File: config.mk
export PLATFORM = sky130hd
export DESIGN_NAME = pc_fetch_reg
export DESIGN_NICKNAME = d
export VERILOG_FILES = /design/src/rtl/pc_fetch_reg_pkg.sv /design/src/rtl/pc_fetch_reg_pc_adder.sv /design/src/rtl/pc_fetch_reg.sv
export SDC_FILE = /design/constraint.sdc
export NUM_CORES = 1
export LEC_CHECK = 0
export CORE_MARGIN = 10
export CORE_UTILIZATION = 52
export CTS_CLUSTER_DIAMETER = 80
export DETAILED_ROUTE_END_ITERATION = 10
export MAX_ROUTING_LAYER = met4
export PLACE_DENSITY = 0.83
export SLEW_MARGIN = 0
export SYNTH_ARGS = -nofsm -noshare
export SYNTH_HDL_FRONTEND = slang
export SYNTH_SLANG_ARGS = --single-unit
export TNS_END_PERCENT = 20
File: constraint.sdc
create_clock -name clk -period 3.7 [get_ports clk]
set_input_delay 0.37 -clock clk [delete_from_list [all_inputs] [get_ports clk]]
set_output_delay 0.37 -clock clk [all_outputs]
set_load 0.02 [all_outputs]
File: src/rtl/pc_fetch_reg_pkg.sv
// Shared definitions for the program-counter fetch stage: default geometry
// and the fetch FSM state encoding.
package pc_fetch_reg_pkg;

    localparam int          WIDTH_DEF    = 32;
    localparam int          STEP_DEF     = 4;
    localparam logic [31:0] RESET_PC_DEF = 32'h0000_0000;

    typedef enum logic [1:0] {
        ST_BOOT  = 2'b00,
        ST_RUN   = 2'b01,
        ST_STALL = 2'b10
    } fetch_state_e;

endpackage

File: src/rtl/pc_fetch_reg_pc_adder.sv
// Constant-increment adder producing the sequential fetch address.
// The carry-out is dropped so the address wraps modulo 2^WIDTH.
module pc_adder
    import pc_fetch_reg_pkg::*;
#(
    parameter int WIDTH = WIDTH_DEF,
    parameter int STEP  = STEP_DEF
) (
    input  logic [WIDTH-1:0] pc,
    output logic [WIDTH-1:0] seq_pc
);

    assign seq_pc = pc + WIDTH'(STEP);

endmodule

File: src/rtl/pc_fetch_reg.sv
// Program-counter register stage: holds the fetch address, offers it to
// instruction memory over valid/ready, and buffers redirects seen during stalls.
module pc_fetch_reg
    import pc_fetch_reg_pkg::*;
#(
    parameter int               WIDTH    = WIDTH_DEF,
    parameter logic [WIDTH-1:0] RESET_PC = WIDTH'(RESET_PC_DEF),
    parameter int               STEP     = STEP_DEF
) (
    input  logic             clk,
    input  logic             rst_n,
    input  logic [WIDTH-1:0] next_pc,
    input  logic             redirect,
    output logic [WIDTH-1:0] seq_pc,
    output logic [WIDTH-1:0] pc,
    output logic             pc_valid,
    input  logic             pc_ready,
    output logic             pc_misaligned,
    output logic [31:0]      fetch_count
);

    fetch_state_e     state_r, state_s;
    logic [WIDTH-1:0] pc_r, pc_s;
    logic             pc_valid_r, pc_valid_s;
    logic             pend_r, pend_s;
    logic [WIDTH-1:0] pend_tgt_r, pend_tgt_s;
    logic [31:0]      fetch_count_r, fetch_count_s;
    logic             handshake_s;

    pc_adder #(
        .WIDTH (WIDTH),
        .STEP  (STEP)
    ) u_pc_adder (
        .pc     (pc_r),
        .seq_pc (seq_pc)
    );

    assign pc            = pc_r;
    assign pc_valid      = pc_valid_r;
    assign fetch_count   = fetch_count_r;
    assign pc_misaligned = pc_valid_r && (pc_r[1:0] != 2'b00);
    assign handshake_s   = pc_valid_r && pc_ready;

    // FSM state register
    always_ff @(posedge clk or negedge rst_n) begin
        if (!rst_n) begin
            state_r <= ST_BOOT;
        end else begin
            state_r <= state_s;
        end
    end

    // Next-state decode; valid is asserted in every state except BOOT
    always_comb begin
        state_s = state_r;
        case (state_r)
            ST_BOOT:  state_s = ST_RUN;
            ST_RUN,
            ST_STALL: begin
                if (pc_ready) begin
                    state_s = ST_RUN;
                end else begin
                    state_s = ST_STALL;
                end
            end
            default:  state_s = ST_BOOT;
        endcase
        pc_valid_s = (state_s != ST_BOOT);
    end

    // Datapath next values: a same-cycle redirect beats any buffered target
    always_comb begin
        pc_s          = pc_r;
        pend_s        = pend_r;
        pend_tgt_s    = pend_tgt_r;
        fetch_count_s = fetch_count_r;
        if (handshake_s) begin
            fetch_count_s = fetch_count_r + 32'd1;
            pend_s        = 1'b0;
            if (!redirect && pend_r) begin
                pc_s = pend_tgt_r;
            end else begin
                pc_s = next_pc;
            end
        end else if (redirect) begin
            pend_s     = 1'b1;
            pend_tgt_s = next_pc;
        end else begin
            pend_s     = pend_r;
        end
    end

    // Datapath registers
    always_ff @(posedge clk or negedge rst_n) begin
        if (!rst_n) begin
            pc_r          <= RESET_PC;
            pc_valid_r    <= 1'b0;
            pend_r        <= 1'b0;
            pend_tgt_r    <= '0;
            fetch_count_r <= 32'd0;
        end else begin
            pc_r          <= pc_s;
            pc_valid_r    <= pc_valid_s;
            pend_r        <= pend_s;
            pend_tgt_r    <= pend_tgt_s;
            fetch_count_r <= fetch_count_s;
        end
    end

endmodule

[After elaboration in Yosys (flattened, before gate mapping)]
Cells that the tools add are included.
Storage, ports and cells
  bits in registers: 100
  bits of input ports: 36
  output and inout bits: 98
  word-level logic and storage cells: 26
Cells by class
  add/sub/neg operators: 2
  equal/unequal tests: 2
  muxes and demuxes: 5
  bitwise logic cells: 1
  reductions and logical operators: 10
Operators with widths (count)
  $add A32 B1 Y32 const B: 1
  $add A32 B3 Y32 const B: 1
  $mux W32: 1
  $reduce_bool A2 Y1: 3
  $pmux W2 S2: 1
  $logic_and A1 B1 Y1: 3
  $eq A2 B1 Y1 const B: 1
  $eq A2 B2 Y1 const B: 1
  $logic_not A2 Y1: 1
  $mux W1: 2
  $mux W2: 1
  $reduce_and A2 Y1: 1
  $reduce_or A2 Y1: 1
  $logic_not A1 Y1: 1
  $not A1 Y1: 1

[Logic depth before layout (Yosys ltp)]
  depth in word-level cells: 4
  gate-level depth with buffers: 6
  depth with buffers taken out: 5

[Cells and area by module]
Synthesis repeated with hierarchy kept, for this count alone.
Unflattened totals
  cells, all modules: 428
  area, all modules: 4835.9 µm²
Modules (own cells, without submodules)
  pc_fetch_reg: times used 1, cells each 345, area each 4255.3 µm², seq. area each 2502.4 µm²
  pc_adder: times used 1, cells each 83, area each 580.6 µm², seq. area each 0.0 µm²

[Worst setup path before layout]
Ideal clock, no wire load.
  path kind: reg-to-output
  from: register pc_r[2], in the netlist pc[2]
  to: output seq_pc[20]
  arrival time: 1901 ps
  data required time: 3330 ps
  setup slack: 1429 ps
  stages on the path, launching flop included: 7
  buffers on the path: 1
  path through: dfrtp_1 -> ha_1 -> nand3_1 -> or3_1 -> buf_2 -> or3_4 -> xnor2_2
Between the ends
  cells in the longest elaborated chain, start to end: 1
RTL lines
  start: declaration: RTL line pc_fetch_reg.sv:23  | logic [WIDTH-1:0] pc_r, pc_s;
  start signal: assignment: RTL line pc_fetch_reg.sv:102  | pc_r <= pc_s;
  $add A32 B3 Y32: RTL line pc_fetch_reg_pc_adder.sv:13  | assign seq_pc = pc + WIDTH'(STEP);
  end: declaration: RTL line pc_fetch_reg.sv:14  | output logic [WIDTH-1:0] seq_pc,
Every way passes these cells.

[Worst setup path in the final report]
  from: register pc_r[10], in the netlist pc[10]
  to: output seq_pc[25]
The elaborated chain is that of the path after synthesis.

==> metrics.md <==
| Metric | Value |
|---|---|
| Status | complete, no violations |
| Post-synth ARST share | 100% |
| TritonCTS Buffers | 9 |
| Multi-input logic area | 2190 um^2 |
| Most Crowded Layer GR | met2 |
| Pwr Density | 766 nW/um^2 |
| Final Critical Period | 3.21 ns |
| Final hold vios | 0 |
| Finish-stage setup viols | 0 |
| Die W | 116 um |
| Post-DRT Antenna Nets | 0 |
| Ports | 134 |
| Dpl ws | 0.870 ns |
| Clk_skew | 0.0128 ns |
| Drt drc | 0 |
| Rel. slew slack | 27.1% |
| Root buf cell | clkbuf_8 |
| Fin nets | 602 |
| Detail-routed via count per cell | 5.50 |
| Worst slew pin tran | 1.08 ns |
| Final Instance Area | 6440 um^2 |
| Post-CTS Setup Bufs | 0 |
| Critical path endpoint category | primary output |
| Grt met1 use | 22.6% |
| Initial Utilization | 52.7% |
| Routed WL per cell | 17.6 um |
| Critical path arrival | 2.84 ns |
| Commonest cells after routing, fill and taps aside | clkdlybuf4s50_1 (132), dfrtp_1 (100), nor2_1 (48) |
| Fillers | 714 |
| Die height | 116 um |
| H-Tree Depth | 3 |
| Fin. max-slew vios | 0 |
| Via count | 3721 |
| Core Area | 9150 um^2 |
| Max-cap violations | 0 |
| Synthesized area per cell | 11.1 um^2 |
| Most common cell after layout, fill and taps aside | clkdlybuf4s50_1 |
| Die ar. | 13500 um^2 |
| Unrepaired setup endpoints after global routing | no |
| Final hold slack | 0.126 ns |
| # diodes | 0 |
| R2r startpoint | fetch_count[9]$_DFFE_PN0P_ |
| Final TNS setup | 0 ns |
| R2r endpoint | fetch_count[25]$_DFFE_PN0P_ |
| Yosys cell types | 32 |
| Clock transition at the registers of the reported paths | 0.10 ns |
| Initial antenna violation count | 0 |
| DPL Wire Length | 9010 um |
| Critical Path Fanout Max | 9 |
| Highest clock rate | 0.312 GHz |
| Reg2reg path depth | 4 |
| Fin worst setup slack | 0.492 ns |
| Register area share after synthesis | 51.9% |
| Hold-fix buffers, CTS | 0 |
| Synthesized instance count | 436 |
| Top_reg_cell synth | dfrtp_1 |
| Syn nets | 476 |
| Vias in the first global route | 3788 |
| GR Layer Usage met2 | 28.5% |
| Number of synthesized flops with an enable pin | 0 |
| Row Count | 35 |
| Worst R2R Setup Slack | 1.58 ns |
| Clk sinks | 100 |
| Drt first pass iters | 4 |
| Max Buffers Root-to-Sink | 2 |
| Sequential Area | 2500 um^2 |
| Area post-placement | 6230 um^2 |
| Syn. warnings | 0 |
| GRT Util Overall | 18.3% |
| Yosys reg bits | 100 |
| Share of layout cells above drive strength 1 | 10.6% |
| Leak pwr | 0.00277 uW |
| PortBufs | 133 |
| Mapped cell area | 4820 um^2 |
| Met3 Usage GRT | 5.50% |
| Final Wtd Congestion | 0.903 |
| Worst setup path class | register to primary output |
| Clock Latency Late Sink | 0.35 ns |
| Maximum number of pins on one net before global-route repair | 73 |
| Final Util | 70.3% |
| P&R area growth vs syn | 33.5% |
| # resized after CTS | 0 |
| HP Class | primary input to asynchronous set/reset pin |
| WP data required | 3.33 ns |
| Startpoint types | register |
| CTS tree | yes |
| Worst VDD drop | 350 uV |
| First-pass GRT wire length | 19400 um |
| Final critical-path share of the clock period | 86.7% |
| Detailed Route Iter0 Violations | 124 |
| Total routed wirelength | 11900 um |
| Global route overflow | 0 |
-- final cells by class --
class	instances	area share, %
inverter	10	0.583
timing repair buffer	138	21.2
clock buffer	10	1.98
multi-input combinational	303	34.0
tap	111	2.16
sequential	100	38.9
clock inverter	4	1.19
-- cells by family after synthesis --
logic type,after synthesis,share of synthesized area [%]
simple gates,141,15.3
flops,100,51.9
mux,65,14.4
xor+xnor,59,10.9
compound gates,34,3.58
buf+inv,33,2.93
fa+ha+maj,4,1.04
-- worst max-delay path: stages, from the launching register on --
cell,delay [ns]
dfrtp_1,0.46
nand4_1,0.22
nor4_2,0.76
nand4_1,0.25
xnor2_1,0.18
clkdlybuf4s50_1,0.62
-- through the flow --
| stage | std cells | power, uW |
|---|---|---|
| final | 676 | 4930 |
| after global routing | 676 | 5230 |
| after global placement | 662 | 4180 |
| after floorplan | 436 | 3080 |
| after detailed placement | 662 | 4260 |
| after CTS | 676 | 4980 |
-- Yosys cell counts (3+ instances only) --
library cell | n | area [um^2]
inv_1 | 10 | 37.5
nor2_1 | 48 | 180
nand3_1 | 16 | 80.1
ha_1 | 4 | 50.1
mux2_2 | 32 | 360
and4_1 | 5 | 43.8
mux2i_1 | 32 | 320
xor2_1 | 15 | 131
and3_1 | 9 | 56.3
dfrtp_1 | 100 | 2500
buf_2 | 8 | 40.0
xnor2_1 | 43 | 377
nor3_1 | 5 | 25.0
and2_1 | 3 | 18.8
nand4_1 | 29 | 181
nand2_1 | 14 | 52.6
a21oi_1 | 33 | 165
clkbuf_1 | 11 | 41.3
-- report_power, final --
group	total, uW	switching (uW)	leakage (uW)	internal (uW)
logic	2400	1220	0.00146	1180
clock network	725	350	0.0000984	375
registers	1800	386	0.00121	1420
-- flip-flops by register name, summed over array words and instances, names as in the netlist --
| name | flops |
|---|---|
| pc_valid | 1 |
| state_r | 2 |
| pc | 32 |
| pend_tgt_r | 32 |
| fetch_count | 32 |
| pend_r | 1 |
-- per-layer routing --
metal	wire, um	part of all wire [%]
met5	0	0
met3	989	8.3
met2	5560	47
met4	126	1.1
met1	5240	44
-- worst max path at each step --
stage,start,end,slack [ns]
finish,pc[10]$_DFFE_PN0P_,seq_pc[25],0.49
floorplan,pc[2]$_DFFE_PN0P_,seq_pc[20],1.43
CTS,pc[14]$_DFFE_PN0P_,seq_pc[25],0.49
global placement,pc[10]$_DFFE_PN0P_,seq_pc[30],0.98
detailed placement,pc[14]$_DFFE_PN0P_,seq_pc[25],0.87
global route,pc[10]$_DFFE_PN0P_,seq_pc[24],0.25
Note: power is estimated with default switching activity, not from simulation.
